[src/rtl/ctr_pkg.sv]
// Shared constants for the count sequencer: default counter width and the
// legacy-compatible state encodings used by the controller FSM.
package ctr_pkg;

  localparam int CTR_WIDTH = 4;

  typedef logic [1:0] state_t;

  localparam state_t ST_IDLE = 2'd0;
  localparam state_t ST_RUN  = 2'd1;
  localparam state_t ST_HOLD = 2'd2;
  localparam state_t ST_DONE = 2'd3;

  function automatic logic state_is_busy(input state_t s);
    return (s == ST_RUN) || (s == ST_HOLD);
  endfunction

endpackage

[src/rtl/count_seq_ctrl_if.sv]
// Control/status bundle between the count sequencer (slave) and its
// requester (master).
interface count_seq_ctrl_if #(
  parameter int WIDTH = ctr_pkg::CTR_WIDTH
);
  logic             start;
  logic             pause;
  logic [WIDTH-1:0] limit;
  logic [WIDTH-1:0] count;
  logic             upper;
  logic             busy;
  logic             done;

  modport master (
    output start, pause, limit,
    input  count, upper, busy, done
  );

  modport slave (
    input  start, pause, limit,
    output count, upper, busy, done
  );
endinterface

[src/rtl/counter_en.sv]
// WIDTH-bit up counter with asynchronous reset, synchronous clear and
// count enable; clear wins over enable.
module counter_en #(
  parameter int WIDTH = 4
) (
  input  logic             clk,
  input  logic             rst,
  input  logic             i_clr,
  input  logic             i_en,
  output logic [WIDTH-1:0] o_count
);

  logic [WIDTH-1:0] r_count;

  always_ff @(posedge clk or posedge rst) begin
    if (rst) begin
      r_count <= '0;
    end else if (i_clr) begin
      r_count <= '0;
    end else if (i_en) begin
      r_count <= r_count + 1'b1;
    end
  end

  assign o_count = r_count;

endmodule

[src/rtl/count_seq_ctrl.sv]
// Run sequencer: counts from 0 up to a limit captured at start, with pause
// support and a one-cycle done pulse at the end of each run.
module count_seq_ctrl
  import ctr_pkg::*;
#(
  parameter int WIDTH = CTR_WIDTH
) (
  input  logic                  clk,
  input  logic                  rst,
  count_seq_ctrl_if.slave       bus
);

  state_t           r_state;
  state_t           w_state_next;
  logic [WIDTH-1:0] r_lim;
  logic [WIDTH-1:0] w_count;
  logic             w_clr;
  logic             w_en;
  logic             w_capture;
  logic             w_term;

  counter_en #(.WIDTH(WIDTH)) u_counter (
    .clk    (clk),
    .rst    (rst),
    .i_clr  (w_clr),
    .i_en   (w_en),
    .o_count(w_count)
  );

  // Terminal check is tested before pause so a run never stalls at its limit.
  assign w_term = (w_count == r_lim);

  always_comb begin
    w_state_next = r_state;
    w_clr        = 1'b0;
    w_en         = 1'b0;
    w_capture    = 1'b0;
    case (r_state)
      ST_IDLE: begin
        if (bus.start) begin
          w_state_next = ST_RUN;
          w_clr        = 1'b1;
          w_capture    = 1'b1;
        end
      end
      ST_RUN: begin
        if (w_term) begin
          w_state_next = ST_DONE;
        end else if (bus.pause) begin
          w_state_next = ST_HOLD;
        end else begin
          w_en = 1'b1;
        end
      end
      ST_HOLD: begin
        if (!bus.pause) begin
          w_state_next = ST_RUN;
        end
      end
      default: begin
        w_state_next = ST_IDLE;
        w_clr        = 1'b1;
      end
    endcase
  end

  always_ff @(posedge clk or posedge rst) begin
    if (rst) begin
      r_state <= ST_IDLE;
      r_lim   <= '0;
    end else begin
      r_state <= w_state_next;
      if (w_capture) begin
        r_lim <= bus.limit;
      end
    end
  end

  assign bus.count = w_count;
  assign bus.upper = w_count[WIDTH-1];
  assign bus.busy  = state_is_busy(r_state);
  assign bus.done  = (r_state == ST_DONE);

endmodule

[src/flat_wrapper.sv]
// flat-port wrapper written by rule: the top's interface ports become plain ports
module count_seq_ctrl_flat import ctr_pkg::*;
#(
  parameter int WIDTH = CTR_WIDTH
)
  (clk, rst, bus_start, bus_pause, bus_limit, bus_count, bus_upper, bus_busy, bus_done);
  count_seq_ctrl_if #(.WIDTH(WIDTH)) bus_i ();
  input  logic clk;
  input  logic rst;
  input wire logic [$bits(bus_i.start)-1:0] bus_start;
  input wire logic [$bits(bus_i.pause)-1:0] bus_pause;
  input wire logic [$bits(bus_i.limit)-1:0] bus_limit;
  output wire logic [$bits(bus_i.count)-1:0] bus_count;
  output wire logic [$bits(bus_i.upper)-1:0] bus_upper;
  output wire logic [$bits(bus_i.busy)-1:0] bus_busy;
  output wire logic [$bits(bus_i.done)-1:0] bus_done;
  assign bus_i.start = bus_start;
  assign bus_i.pause = bus_pause;
  assign bus_i.limit = bus_limit;
  assign bus_count = bus_i.count;
  assign bus_upper = bus_i.upper;
  assign bus_busy = bus_i.busy;
  assign bus_done = bus_i.done;
  count_seq_ctrl #(.WIDTH(WIDTH)) u_core (.clk(clk), .rst(rst), .bus(bus_i));
endmodule
[config.mk]
export PLATFORM = sky130hd
export DESIGN_NAME = count_seq_ctrl_flat
export DESIGN_NICKNAME = d
export VERILOG_FILES = /design/src/rtl/ctr_pkg.sv /design/src/rtl/count_seq_ctrl_if.sv /design/src/rtl/counter_en.sv /design/src/rtl/count_seq_ctrl.sv /design/src/flat_wrapper.sv
export SDC_FILE = /design/constraint.sdc
export NUM_CORES = 1
export LEC_CHECK = 0
export ABC_AREA = 1
export CAP_MARGIN = 20
export CORE_MARGIN = 2
export CORE_UTILIZATION = 45
export DETAILED_ROUTE_END_ITERATION = 16
export PLACE_DENSITY = 0.73
export SETUP_SLACK_MARGIN = 0.02
export SYNTH_ARGS = -nofsm -noshare
export SYNTH_HDL_FRONTEND = slang
export SYNTH_SLANG_ARGS = --single-unit
[constraint.sdc]
create_clock -name clk -period 4.1 [get_ports clk]
set_input_delay 0.82 -clock clk [delete_from_list [all_inputs] [get_ports clk]]
set_output_delay 0.82 -clock clk [all_outputs]
set_load 0.02 [all_outputs]
# == After elaboration in Yosys (flattened, before gate mapping) ==
# Cells that the tools add are included.
# op_classes
mux,13
n_bitwise,0
addsub,1
n_lt_le_gt_ge,0
mul,0
div,0
shifts,0
eq_ne,7
n_reduce_logical,5
# ops
cell,count
2-to-1 mux 2 bit,4
2-to-1 mux 4 bit,2
one-hot mux 2 bit (3 select lines),1
2-to-1 mux 1 bit,5
adder 4 x 1 -> 4 bit (second input constant),1
equality test 2 bit (second input constant),2
equality test 4 bit,1
inequality test 2 bit (second input constant),2
inequality test 3 x 2 -> 1 bit (second input constant),1
AND reduction 3 bit,1
equality test 2 x 1 -> 1 bit (second input constant),1
zero test 2 bit,1
one-hot mux 1 bit (2 select lines),1
nonzero test 2 bit,1
OR reduction 2 bit,1
logical OR 1 bit,1
# totals
ramBits,0
rom_bits,0
elab_cells,29
inputBits,8
latchBits,0
mem_count,0
regBits,10

# == Depth between registers and ports, before layout ==
# depth
ltp_word,5
mapped_depth,9
ltp_nobuf,9

# == Hierarchy ==
# A second synthesis with hierarchy kept.
# unflattened
hier_cells,88
hier_area_um2,625.6
# modules_own_cells
module,n_inst,seq_area_each_um2,area_each_um2,cells_each
count_seq_ctrl,1,150.1,431.7,64
counter_en,1,100.1,193.9,24

# == Worst setup path after synthesis ==
# No wires, ideal clock.
# synth_path
path_type,register to output
start,register u_core.r_state[0]
end,output port bus_busy
stages_incl_launch_ff,3
n_path_buf,0
t_arrival_ns,0.822
path_slack_ns,2.458
t_required_ns,3.280
path_cell_list,dfrtp_1 > inv_1 > ha_1
# synth_between
elab_chain_len,2
# synth_rtl
item,line_no,text
start: declaration,count_seq_ctrl.sv:13,state_t r_state;
start signal: assignment,count_seq_ctrl.sv:72,r_state <= w_state_next;
equality test 2 x 1 -> 1 bit or equality test 2 bit (tied branches),ctr_pkg.sv:15,return (s == ST_RUN) || (s == ST_HOLD);
logical OR 1 bit *,ctr_pkg.sv:15,
end: declaration,flat_wrapper.sv:15,output wire logic [$bits(bus_i.busy)-1:0] bus_busy;
# Mark *: on every way between the ends. The rest lies on a longest branch, timed or not.

# == Worst setup path after layout ==
# Ends and elaborated chain as after synthesis.

==> Flow_metrics.wiki <==
{| class="wikitable"
! Metric !! Value
|-
| Combinational family with the most area after synthesis || simple AND/OR/NAND/NOR gates
|-
| CTS buffer count || 3
|-
| Routability Congestion || 0.7688
|-
| Worst Setup Slack post-DPL || 1922 ps
|-
| Setup ws final || 1642 ps
|-
| Buf/Inv on CP || 2
|-
| Hold-fix buffer count after cts || 0
|-
| Highest net fanout along the worst path || 5
|-
| Die span in y || 42.10 µm
|-
| Worst relative slew slack || 73.14%
|-
| Total grt overflow || 0
|-
| Diodes inserted || 0
|-
| Cell Area, Synth || 653.1 µm²
|-
| Cell Chain, Critical Path || inv_1 -> ha_1 -> clkdlybuf4s50_1
|-
| Synthesized instance count || 88
|-
| Required time at the worst-slack endpoint || 3280 ps
|-
| Area fraction in and, or, nand and nor cells after synthesis || 26.44%
|-
| Vias || 572
|-
| Routed vias/inst || 4.767
|-
| Clk sink count || 10
|-
| CTS root buf || clkbuf_4
|-
| Total negative slack for setup checks || 0 ps
|-
| Die Span X || 42.10 µm
|-
| Global-route wire length before repair || 2290 µm
|-
| TritonCTS clock tree || yes
|-
| Final antenna-violating net count || 0
|-
| Fin util || 63.04%
|-
| Part of the cycle the worst path needs || 59.94%
|-
| DRC violation count after routing || 0
|-
| Final critical path time including I/O delays and setup || 2458 ps
|-
| Kind of start point of the critical path || flip-flop
|-
| Top cell family by delay on the critical path || buffers and inverters
|-
| Buffers added on ports || 14
|-
| Via count of the first global-routing pass || 553
|-
| Slew at the pin closest to its max-slew limit || 402.5 ps
|-
| Maximum number of pins on one net before global-route repair || 11
|-
| Hold WS || 569.9 ps
|-
| Status || complete, no violations
|-
| Number of setup buffers added after CTS || 0
|-
| VDD IR max || 0.4613 mV
|-
| Setup violations, final || 0
|-
| Yosys warning total || 0
|-
| Routed length per placed instance || 10.31 µm
|-
| Timing-limited maximum frequency || 406.9 MHz
|-
| Die ar. || 1772 µm²
|-
| Fin. max-slew vios || 0
|-
| Count of standard-cell rows || 13
|-
| Worst hold path class || reg -> reg
|-
| Synthesized-area fraction occupied by adder cells || 11.49%
|-
| Share of synthesized area occupied by flip-flops and latches || 38.31%
|-
| Compound-gate portion of the synthesized area || 10.73%
|-
| Synthesized area per cell || 7.422 µm²
|-
| Most area-hungry cell type in the Yosys netlist || dfrtp_1
|-
| Power density relative to cell area || 781.5 nW/µm²
|-
| Max-capacitance violation count || 0
|-
| Total I/O pin count || 15
|-
| Fraction of final layout cells with drive strength greater than 1 || 12.38%
|-
| Global Route Usage Sum || 16.73%
|-
| DRC marker count from the first detailed-route iteration || 5
|-
| Total number of nets in the final design || 120
|-
| Layout overhead on the synthesized area || 28.74%
|-
| Aggregate routed wire length || 1237 µm
|-
| Critical path start-end classification || reg -> out
|-
| Post-synthesis cell type count || 18
|-
| Top-area cell type share of the netlist area || 38.31%
|-
| Post-synthesis register bit count || 10
|-
| Initial core utilization || 48.97%
|-
| Detailed placer's ending HPWL || 989.7 µm
|-
| Leakage Power || 0.4242 nW
|-
| Router iterations before antenna repair || 4
|-
| Number of resized instances in the post-cts repair step || 0
|-
| Clock tree skew after final layout || 0.9193 ps
|-
| Master of the slowest instance on the critical path || clkdlybuf4s50_1
|-
| Hold Vio Cnt, Final || 0
|-
| RSZ-0062 raised after global routing || no
|-
| Synthesized-area fraction occupied by xor and xnor cells || 2.682%
|-
| Cell types with the largest area share after synthesis || dfrtp_1 (38%), nand2_1 (15%), ha_1 (11%)
|-
| Net count after synthesis || 102
|-
| Data arrival time of the critical path || 1640 ps
|-
| Highest cell delay on the worst timing path || 600 ps
|-
| H-tree lvl count || 1
|-
| Insertion delay of the later-clocked pin in the worst-skew pair || 260 ps
|-
| Critical Path End Type || output port
|-
| Max Root-Sink Buffers || 2
|-
| Multiplexer share of the synthesized area || 0%
|-
| Initial antenna violation count || 0
|-
| Clock-pin transition on the worst setup and hold timing paths || 70 ps
|-
| Core ar. || 1334 µm²
|}
## sequential cells by signal, summed over array words and instances (netlist names)
name and cells:
u_core.u_counter.o_count 4, u_core.r_lim 4, u_core.r_state 2
## where the power goes
| group | total (mW) | internal, mW | switching [mW] |
|---|---|---|---|
| Clock | 0.0905 | 0.0539 | 0.0366 |
| Sequential | 0.192 | 0.144 | 0.0479 |
| Combinational | 0.375 | 0.157 | 0.218 |
| Total | 0.657 | 0.355 | 0.302 |
## cell type report
class                   instances  area, µm²
flip-flops and latches         10      250.2
fillers                       128      493.0
well taps                      15      18.77
multi-input cells              61      335.3
clock buffers                   4      36.28
repair buffers                 14      140.1
inverters                      16      60.06
## synth_stat cells
cell type / n
o21ai_0: 6
o21ai_2: 1
xor2_1: 1
nand2_1: 26
xnor2_1: 1
inv_2: 2
nand3_1: 5
nor2_1: 5
inv_1: 14
a21o_1: 1
nor2_2: 2
nand2_2: 3
a21oi_1: 2
buf_4: 1
dfrtp_1: 10
a21oi_2: 1
o21ai_1: 1
ha_1: 6
## per-layer routing
layer | vias up | GRT usage, % | wire length, µm
li1 | 301 | - | -
met1 | 256 | 21.01 | 576
met2 | 11 | 28.13 | 594
met3 | 4 | 1.293 | 32
met4 | 0 | 9.375 | 34
met5 | - | 0 | 0
## cells in the final DEF (no fill, tap or decap), drive strengths merged
cell type	count
a21o	1
a21oi	3
clkbuf	4
clkdlybuf4s50	14
dfrtp	10
ha	6
inv	16
nand2	29
nand3	5
nor2	7
o21ai	8
xnor2	1
xor2	1
## worst min-delay path, delay by kind of cell (launching register included)
kind                   cells  cell delay, ps
AOI/OAI and AO/OA          1              80
buffers and inverters      1              70
DFF                        1             390
## path summary, 6_finish.rpt
check / start / endpoint / slack [ps] / cells past startpoint
max: u_core.r_state[0]$_DFFE_PP0P_ / bus_busy / 1640 / 3
min: u_core.r_lim[2]$_DFFE_PP0P_ / u_core.r_lim[2]$_DFFE_PP0P_ / 570 / 2
max reg2reg: u_core.r_state[1]$_DFFE_PP0P_ / u_core.u_counter.o_count[3]$_DFFE_PP0P_ / 2610 / 9
min reg2reg: u_core.r_lim[2]$_DFFE_PP0P_ / u_core.r_lim[2]$_DFFE_PP0P_ / 570 / 2
max in group asynchronous: rst / u_core.u_counter.o_count[1]$_DFFE_PP0P_ / 2980 / 2
min in group asynchronous: rst / u_core.r_lim[3]$_DFFE_PP0P_ / 840 / 2
## through the flow
| stage | cells | instance area (µm²) | total power [mW] |
|---|---|---|---|
| final | 120 | 840.8 | 0.6571 |
| after global routing | 120 | 840.8 | 0.7235 |
| after CTS | 120 | 840.8 | 0.6643 |
| after floorplan | 88 | 653.1 | 0.4588 |
| after global placement | 116 | 804.5 | 0.5626 |
| after detailed placement | 116 | 804.5 | 0.5713 |
## kinds of logic after synthesis
kind of cell / after synthesis
xor+xnor: 2
flops: 10
compound gates: 12
fa+ha+maj: 6
simple gates: 41
buf+inv: 17
Power figures use the tool's default switching activity.
